<file path="src/rtl/seg_pkg.sv">
// Shared types and constants for the seven-segment formatter: FSM states, digit map,
// field widths and the time-field saturation value.
package seg_pkg;

  typedef enum logic [1:0] {
    StIdle,
    StConvA,
    StConvB,
    StCommit
  } state_e;

  localparam int unsigned A_W      = 8;
  localparam int unsigned B_W      = 14;
  localparam int unsigned A_DIGITS = 3;
  localparam int unsigned B_DIGITS = 4;

  localparam int unsigned DIG_MODE   = 7;
  localparam int unsigned FIELD_A_HI = 6;
  localparam int unsigned FIELD_A_LO = 4;
  localparam int unsigned FIELD_B_HI = 3;
  localparam int unsigned FIELD_B_LO = 0;

  localparam logic [7:0] FIELD_A_MASK = 8'b0111_0000;
  localparam logic [7:0] FIELD_B_MASK = 8'b0000_1111;

  localparam logic [B_W-1:0] B_SAT = 14'd9999;

  function automatic logic [B_W-1:0] sat_b(input logic [B_W-1:0] v);
    return (v > B_SAT) ? B_SAT : v;
  endfunction

endpackage

</file>
<file path="src/rtl/seg_formatter_if.sv">
// Formatter bus: numeric inputs and load strobe from the controller, nibble bus and
// digit enables toward the multiplexed display driver.
interface seg_formatter_if;
  import seg_pkg::*;

  logic                load;
  logic [3:0]          mode;
  logic [A_W-1:0]      val_a;
  logic [B_W-1:0]      val_b;
  logic [1:0]          blink_en;
  logic                busy;
  logic                done;
  logic [31:0]         seg_data;
  logic [7:0]          seg_on;

  modport master (
    output load, mode, val_a, val_b, blink_en,
    input  busy, done, seg_data, seg_on
  );

  modport slave (
    input  load, mode, val_a, val_b, blink_en,
    output busy, done, seg_data, seg_on
  );

endinterface

</file>
<file path="src/rtl/bcd_dabble_step.sv">
// One shift-add-3 iteration: correct every BCD nibble >= 5 by +3, then shift
// {bcd, bin} left by one so the binary MSB enters the BCD LSB.
module bcd_dabble_step #(
  parameter int unsigned DIGITS = 4,
  parameter int unsigned BIN_W  = 14
) (
  input  logic [4*DIGITS-1:0] i_bcd,
  input  logic [BIN_W-1:0]    i_bin,
  output logic [4*DIGITS-1:0] o_bcd,
  output logic [BIN_W-1:0]    o_bin
);

  logic [4*DIGITS-1:0] w_adj;

  always_comb begin
    w_adj = i_bcd;
    for (int i = 0; i < DIGITS; i++) begin
      if (i_bcd[4*i +: 4] >= 4'd5) begin
        w_adj[4*i +: 4] = i_bcd[4*i +: 4] + 4'd3;
      end
    end
  end

  assign {o_bcd, o_bin} = {w_adj, i_bin} << 1;

endmodule

</file>
<file path="src/rtl/seg_formatter.sv">
// Formats mode/temperature/time into the display driver's nibble bus and digit mask:
// serial BCD conversion per field, leading-zero blanking and per-field blinking.
module seg_formatter
  import seg_pkg::*;
#(
  parameter int unsigned BLINK_HALF = 25_000_000
) (
  input  logic           clk,
  input  logic           rst_n,
  seg_formatter_if.slave bus
);

  localparam int unsigned    CntW   = (BLINK_HALF > 1) ? $clog2(BLINK_HALF) : 1;
  localparam logic [CntW-1:0] CntMax = CntW'(BLINK_HALF - 1);

  state_e                r_state, w_state_nxt;
  logic [3:0]            r_iter, w_iter_nxt;
  logic [3:0]            r_mode;
  logic [A_W-1:0]        r_bin_a, w_bin_a_nxt;
  logic [4*A_DIGITS-1:0] r_bcd_a, w_bcd_a_nxt;
  logic [B_W-1:0]        r_bin_b, w_bin_b_nxt;
  logic [4*B_DIGITS-1:0] r_bcd_b, w_bcd_b_nxt;
  logic [31:0]           r_seg_data;
  logic [7:0]            r_base, w_base;
  logic                  r_done, r_busy;
  logic [CntW-1:0]       r_cnt;
  logic                  r_phase;
  logic [7:0]            r_seg_on, w_hide;

  bcd_dabble_step #(
    .DIGITS (A_DIGITS),
    .BIN_W  (A_W)
  ) u_step_a (
    .i_bcd (r_bcd_a),
    .i_bin (r_bin_a),
    .o_bcd (w_bcd_a_nxt),
    .o_bin (w_bin_a_nxt)
  );

  bcd_dabble_step #(
    .DIGITS (B_DIGITS),
    .BIN_W  (B_W)
  ) u_step_b (
    .i_bcd (r_bcd_b),
    .i_bin (r_bin_b),
    .o_bcd (w_bcd_b_nxt),
    .o_bin (w_bin_b_nxt)
  );

  always_ff @(posedge clk or negedge rst_n) begin
    if (!rst_n) begin
      r_state <= StIdle;
      r_iter  <= '0;
    end else begin
      r_state <= w_state_nxt;
      r_iter  <= w_iter_nxt;
    end
  end

  always_comb begin
    w_state_nxt = r_state;
    w_iter_nxt  = r_iter;
    case (r_state)
      StIdle: begin
        if (bus.load) begin
          w_state_nxt = StConvA;
          w_iter_nxt  = '0;
        end
      end
      StConvA: begin
        if (r_iter == 4'(A_W - 1)) begin
          w_state_nxt = StConvB;
          w_iter_nxt  = '0;
        end else begin
          w_iter_nxt = r_iter + 4'd1;
        end
      end
      StConvB: begin
        if (r_iter == 4'(B_W - 1)) begin
          w_state_nxt = StCommit;
          w_iter_nxt  = '0;
        end else begin
          w_iter_nxt = r_iter + 4'd1;
        end
      end
      StCommit: w_state_nxt = StIdle;
      default:  w_state_nxt = StIdle;
    endcase
  end

  // A digit is lit once its field value reaches that digit's weight; ones always lit.
  assign w_base = {1'b1,
                   |r_bcd_a[11:8], |r_bcd_a[11:4], 1'b1,
                   |r_bcd_b[15:12], |r_bcd_b[15:8], |r_bcd_b[15:4], 1'b1};

  always_ff @(posedge clk or negedge rst_n) begin
    if (!rst_n) begin
      r_mode     <= '0;
      r_bin_a    <= '0;
      r_bcd_a    <= '0;
      r_bin_b    <= '0;
      r_bcd_b    <= '0;
      r_seg_data <= '0;
      r_base     <= '0;
      r_done     <= 1'b0;
      r_busy     <= 1'b0;
    end else begin
      r_done <= (r_state == StCommit);
      // Registered one cycle behind the FSM so it drops together with the done pulse.
      r_busy <= (r_state == StConvA) || (r_state == StConvB);
      case (r_state)
        StIdle: begin
          if (bus.load) begin
            r_mode  <= bus.mode;
            r_bin_a <= bus.val_a;
            r_bin_b <= sat_b(bus.val_b);
            r_bcd_a <= '0;
            r_bcd_b <= '0;
          end
        end
        StConvA: begin
          r_bcd_a <= w_bcd_a_nxt;
          r_bin_a <= w_bin_a_nxt;
        end
        StConvB: begin
          r_bcd_b <= w_bcd_b_nxt;
          r_bin_b <= w_bin_b_nxt;
        end
        StCommit: begin
          r_seg_data <= {r_mode, r_bcd_a, r_bcd_b};
          r_base     <= w_base;
        end
        default: ;
      endcase
    end
  end

  assign w_hide = ((bus.blink_en[0] && !r_phase) ? FIELD_A_MASK : 8'h00) |
                  ((bus.blink_en[1] && !r_phase) ? FIELD_B_MASK : 8'h00);

  always_ff @(posedge clk or negedge rst_n) begin
    if (!rst_n) begin
      r_cnt    <= '0;
      r_phase  <= 1'b1;
      r_seg_on <= '0;
    end else begin
      if (r_cnt == CntMax) begin
        r_cnt   <= '0;
        r_phase <= ~r_phase;
      end else begin
        r_cnt <= r_cnt + 1'b1;
      end
      r_seg_on <= r_base & ~w_hide;
    end
  end

  assign bus.busy     = r_busy;
  assign bus.done     = r_done;
  assign bus.seg_data = r_seg_data;
  assign bus.seg_on   = r_seg_on;

endmodule

</file>
<file path="src/flat_wrapper.sv">
// flat-port wrapper written by rule: the top's interface ports become plain ports
module seg_formatter_flat import seg_pkg::*;
#(
  parameter int unsigned BLINK_HALF = 25_000_000
)
  (clk, rst_n, bus_load, bus_mode, bus_val_a, bus_val_b, bus_blink_en, bus_busy, bus_done, bus_seg_data, bus_seg_on);
  seg_formatter_if bus_i ();
  input  logic clk;
  input  logic rst_n;
  input wire logic [$bits(bus_i.load)-1:0] bus_load;
  input wire logic [$bits(bus_i.mode)-1:0] bus_mode;
  input wire logic [$bits(bus_i.val_a)-1:0] bus_val_a;
  input wire logic [$bits(bus_i.val_b)-1:0] bus_val_b;
  input wire logic [$bits(bus_i.blink_en)-1:0] bus_blink_en;
  output wire logic [$bits(bus_i.busy)-1:0] bus_busy;
  output wire logic [$bits(bus_i.done)-1:0] bus_done;
  output wire logic [$bits(bus_i.seg_data)-1:0] bus_seg_data;
  output wire logic [$bits(bus_i.seg_on)-1:0] bus_seg_on;
  assign bus_i.load = bus_load;
  assign bus_i.mode = bus_mode;
  assign bus_i.val_a = bus_val_a;
  assign bus_i.val_b = bus_val_b;
  assign bus_i.blink_en = bus_blink_en;
  assign bus_busy = bus_i.busy;
  assign bus_done = bus_i.done;
  assign bus_seg_data = bus_i.seg_data;
  assign bus_seg_on = bus_i.seg_on;
  seg_formatter #(.BLINK_HALF(BLINK_HALF)) u_core (.clk(clk), .rst_n(rst_n), .bus(bus_i));
endmodule
</file>
<file path="config.mk">
export PLATFORM = sky130hd
export DESIGN_NAME = seg_formatter_flat
export DESIGN_NICKNAME = d
export VERILOG_FILES = /design/src/rtl/seg_pkg.sv /design/src/rtl/seg_formatter_if.sv /design/src/rtl/bcd_dabble_step.sv /design/src/rtl/seg_formatter.sv /design/src/flat_wrapper.sv
export SDC_FILE = /design/constraint.sdc
export NUM_CORES = 1
export LEC_CHECK = 0
export ABC_AREA = 1
export CAP_MARGIN = 30
export CORE_MARGIN = 2
export CORE_UTILIZATION = 51
export DETAILED_ROUTE_END_ITERATION = 6
export HOLD_SLACK_MARGIN = 0.06
export PLACE_DENSITY = 0.76
export SYNTH_ARGS = -nofsm -noshare
export SYNTH_HDL_FRONTEND = slang
export SYNTH_SLANG_ARGS = --single-unit
</file>
<file path="constraint.sdc">
create_clock -name clk -period 1.6 [get_ports clk]
set_input_delay 0.4 -clock clk [delete_from_list [all_inputs] [get_ports clk]]
set_output_delay 0.4 -clock clk [all_outputs]
set_load 0.005 [all_outputs]
</file>
---- Word-level counts from Yosys, hierarchy flattened ----
Index checks and enable logic that the tools add are counted.
storage, ports and cells
  register bits ........................... 136
  latch bits .............................. 0
  RAM bits ................................ 0
  bits in read-only memories .............. 0
  input port bits ......................... 31
  logic and storage cells ................. 89
  memories ................................ 0
operators by class
  add/subtract/negate cells ............... 9
  multipliers ............................. 0
  divide/modulo/power cells ............... 0
  $lt $le $gt $ge ......................... 8
  eq/ne operators ......................... 9
  shift operators ......................... 0
  muxes and demuxes ....................... 27
  bitwise operators ....................... 4
  reductions and logical operators ........ 18
operators by type and width
  operator                                                                             count
  4-bit 2-to-1 mux                                                                     9
  16-bit one-hot mux with 2 select lines                                               1
  4-bit by 3-bit greater-or-equal comparator with 1-bit output, second input constant  7
  14-bit 2-to-1 mux                                                                    2
  14-bit one-hot mux with 2 select lines                                               1
  25-bit by 1-bit adder with 25-bit output, second input constant                      1
  25-bit == test, second input constant                                                1
  25-bit 2-to-1 mux                                                                    1
  12-bit one-hot mux with 2 select lines                                               1
  4-bit by 2-bit adder with 4-bit output, second input constant                        5
  16-bit 2-to-1 mux                                                                    1
  8-bit one-hot mux with 2 select lines                                                1
  8-bit OR reduction                                                                   2
  14-bit greater-than comparator, second input constant                                1
  12-bit 2-to-1 mux                                                                    1
  4-bit one-hot mux with 3 select lines                                                1
  12-bit OR reduction                                                                  1
  8-bit bitwise AND                                                                    1
  8-bit 2-to-1 mux                                                                     1
  8-bit NOT                                                                            1
  8-bit bitwise OR                                                                     1
  2-bit one-hot mux with 4 select lines                                                1
  2-bit AND reduction                                                                  4
  4-bit OR reduction                                                                   2
  19 further kinds                                                                     27

---- Logic depth before layout (Yosys ltp) ----
  depth in word-level cells ............... 6
  gate-level depth with buffers ........... 10

---- By module ----
A second synthesis with hierarchy kept.
unflattened totals
  cell total of the unflattened synthesis .. 891
  area total of the unflattened synthesis .. 7176.9 µm²
by module, submodules not included
  module                              instances  cells an instance  area each (µm²)
  seg_formatter                       1          718                6160.9
  bcd_dabble_step at u_core.u_step_b  1          100                585.6
  bcd_dabble_step at u_core.u_step_a  1          73                 430.4

---- Least setup slack after synthesis ----
Ideal clock, no wire load.
  kind .................................... register -> register
  start point ............................. register u_core.r_state[0]
  end point ............................... register u_core.r_bcd_b[3]
  setup time .............................. 0.128 ns
  arrival time ............................ 1.387 ns
  required time ........................... 1.472 ns
  slack ................................... 0.085 ns
  stages on the path, launching flop included .. 9
  path buffers ............................ 1
  period minus slack after synthesis ...... 1.515 ns
  path through ............................ dfrtp_1 -> inv_1 -> ha_1 -> inv_1 -> nor2_4 -> nor2_4 -> buf_6 -> o21ai_0 -> o22ai_1
between the ends
  word-level cells in the longest chain between the ends .. 3
  elaborated cells on any way between the ends .. 6
  those cells by class .................... eq/ne (2); mux (1); reduce/logical (3)
RTL lines
  element                                                                              RTL line              source
  from (decl)                                                                          seg_formatter.sv:16   state_e r_state, w_state_nxt;
  from (signal assigned)                                                               seg_formatter.sv:52   r_state <= StIdle;
  from (signal assigned)                                                               seg_formatter.sv:55   r_state <= w_state_nxt;
  2-bit == test / 2-bit logical NOT (equally long branches)                            seg_formatter.sv:111  case (r_state)
  2-bit nonzero test (no source line) / 2-bit inequality test (equally long branches)  n/a
  2-bit AND reduction (no source line)                                                 n/a
  to (signal assigned)                                                                 seg_formatter.sv:126  r_bcd_b <= w_bcd_b_nxt;
  to (decl)                                                                            seg_formatter.sv:22   logic [4*B_DIGITS-1:0] r_bcd_b, w_bcd_b_nxt;
Parallel ways exist; a longest one is shown, timed or not.
A chain may end at the register's enable or synchronous reset.

---- Final worst setup path ----
  start point ............................. register u_core.r_state[0]
  end point ............................... register u_core.r_bcd_b[11]
The elaborated chain is that of the path after synthesis.

==> metrics <==
outcome=finished, violations left; failing checks=setup timing; Worst VDD drop=1.07 mV; clock network fraction of total power=0.279; nets@finish=982; Fmax=0.605 GHz; Worst Setup Path Type=reg -> reg; Pleak=0.00419 uW; maxcap violations=0; clk sinks=134; Worst Hold Class=reg -> reg; Layout area overhead=28.5%; final design utilization=0.673; Die Span Y=118 microns; total inserted antenna cells=0; port bufs=72; Post-Syn Instances=807; sequential share of the synthesized area=0.508; antenna violations before repair=0; Pre-antenna DRT Iters=6; syn nets=864; CTS Buf Count=17; first-pass GRT wire length=24700 microns; Sw Share=0.357; # setup viols final=1; Die W=118 microns; CP required=1.91 ns; Placed Cells=1069; DP Area=7800 sq um; largest net degree at the start of global routing=41; cell area power density=1640 nW/um^2; I/O pin count=73; Post-Syn Area per Cell=8.19 sq um; Initial Util=0.524; flops & latches, synth=134; commonest non-fill, non-tap cells in the layout=212 x nand2_1, 133 x dfrtp_1, 94 x nor2_1, 94 x inv_1, 77 x o21ai_0; routed vias=5590; vias per std cell=5.04; RSZ-0062 raised after global routing=true; ANT nets after route=0; Total GRT Usage=0.219; Max Buffers Root-to-Sink=2; Switch Pwr=4970 uW; core area=12600 sq um; fin cells=1110; Max H-tree Level=4; CP Max Fanout=12; commonest non-fill, non-tap cell in the layout=nand2_1; sequential group share of total power=0.352; total gr overflow=0; Final Critical Period=1.65 ns; final hold violations=0; fin crit share=1.03; Post-Syn Area=6610 sq um; hpwl dp=10100 microns; worst path arrival time=1.97 ns; die footprint=13900 sq um; Yosys warnings=0; initial drt markers=431; Worst Max-Slew Pin Slew=0.392 ns; DRC=0; overall routed net length=14600 microns; Cell Int Power=8930 uW; Clk Latency, worst-skew pair=0.42 ns; Cell variety after synth=37; Logic pwr share=0.369; Fin Clk Skew=0.0106 ns; final hold slack=0.375 ns; Final Slew Violations=0; WHS Path Cells=0; post-route setup slack=-0.0531 ns; DR WL met2=7210 microns; WL/cell=13.1 microns; vias in the first global route=5257; Placer Congestion=0.901; number of cell rows=41; DP Worst Slack=-0.0868 ns; Max-Slew Margin vs Limit=0.739; Worst Reg2Reg Path Length in Cells=8; startpoint types=flop; CTS tree=yes; Highest Signal Layer=met4; layout cells sized above 1=0.115; WL met3=575 microns; Final Cell Area=8490 sq um; clk slew on worst S/H paths=0.06 ns; Setup crit end kind=flop; CTS Root Buffer Type=clkbuf_16; WL met1=6560 microns
-- logic make-up (layout without fill, tap and decap cells) --
kind of cell	count (synthesis)	in the layout	synth area share
buffers and inverters	121	252	0.0748
xor gates and xnor gates	16	16	0.0212
DFF	134	134	0.508
and+or+nand+nor	376	376	0.232
muxes	1	1	0.00151
adders and majority gates	26	26	0.0492
AOI/OAI and AO/OA	133	133	0.113
-- cell type report --
type | instances | area, sq um
Tap cell | 172 | 215
Inverter | 103 | 402
Clock inverter | 14 | 148
Clock buffer | 18 | 439
Multi-Input combinational cell | 552 | 2810
Timing Repair Buffer | 117 | 1130
Sequential cell | 134 | 3350
Fill cell | 1003 | 4130
-- worst paths after layout --
path,from,to,slack [ns]
worst min-delay path,u_core.r_base[4],u_core.bus.seg_on[7],0.38
worst max-delay path,u_core.r_state[0],u_core.r_bcd_b[11],-0.05
worst min register to register,u_core.r_base[4],u_core.bus.seg_on[7],0.38
max in group asynchronous,rst_n,u_core.bus.seg_data[21],0.56
worst max register to register,u_core.r_state[0],u_core.r_bcd_b[11],-0.05
min in group asynchronous,rst_n,u_core.r_cnt[23],0.47
-- critical path, stage by stage, from the launching register on --
cell	delay, ns
dfrtp_1	0.42
inv_2	0.09
ha_4	0.16
buf_4	0.15
nand2_4	0.09
o21ai_4	0.08
buf_4	0.15
clkbuf_16	0.16
o21ai_0	0.25
-- repair_timing --
| item | 4_1_cts | 5_1_grt |
|---|---|---|
| setup buffers | 5 | 2 |
| hold buffers | 1 | 0 |
| pin swaps | 0 | 2 |
| hold endpoints to repair | 34 | 0 |
| resized for setup | 42 | 23 |
| gates cloned | 0 | 1 |
| endpoints found under the setup margin | 42 | 22 |
-- synthesized netlist by cell type (all sizes together) --
cell type,count,area (sq um)
a21boi,2,15.0
a21oi,22,110
a22oi,1,7.51
a41oi,1,8.76
and2,1,6.26
buf,8,66.3
clkbuf,10,38.8
dfrtp,133,3330
dfstp,1,26.3
ha,26,325
inv,103,389
mux2i,1,10.0
nand2,215,815
nand3,44,220
nand4,5,31.3
nor2,103,422
nor3,7,35.0
nor3b,1,7.51
o2111ai,1,8.76
o211ai,9,67.6
o21a,1,7.51
o21ai,81,420
o221ai,1,8.76
o22ai,14,93.8
xnor2,4,35.0
xor2,12,105
-- metrics by stage --
step,TNS (ns),total power [uW]
6_report,-0.0531,13900
5_1_grt,-0.390,14900
4_1_cts,0,13600
3_5_place_dp,-1.95,9860
3_3_place_gp,-1.32,9740
2_1_floorplan,0,7840
-- state kept, by name (all words and copies together) (netlist names) --
name and flops:
u_core.bus.seg_data 32, u_core.r_cnt 25, u_core.r_bcd_b 16, u_core.r_bin_b 14, u_core.r_bcd_a 12, u_core.bus.seg_on 8, u_core.r_bin_a 8, u_core.r_base 6
u_core.r_iter 4, u_core.r_mode 4, u_core.r_state 2, u_core.bus.busy 1, u_core.bus.done 1, u_core.r_phase 1
-- power by group through the flow --
| stage | logic, uW | registers [uW] | clock network (uW) |
|---|---|---|---|
| global route | 5750 | 5010 | 4100 |
| finish | 5130 | 4890 | 3880 |
| CTS | 4800 | 4870 | 3930 |
| detailed placement | 4930 | 4940 | 0 |
| global placement | 4830 | 4910 | 0 |
| floorplan | 2980 | 4850 | 0 |
-- layer usage --
layer | GRT usage | up-vias
met5 | 0 | -
met2 | 0.358 | 136
met1 | 0.285 | 2606
met4 | 0.0768 | 0
li1 | - | 2823
met3 | 0.0528 | 25
Power figures use the tool's default switching activity.
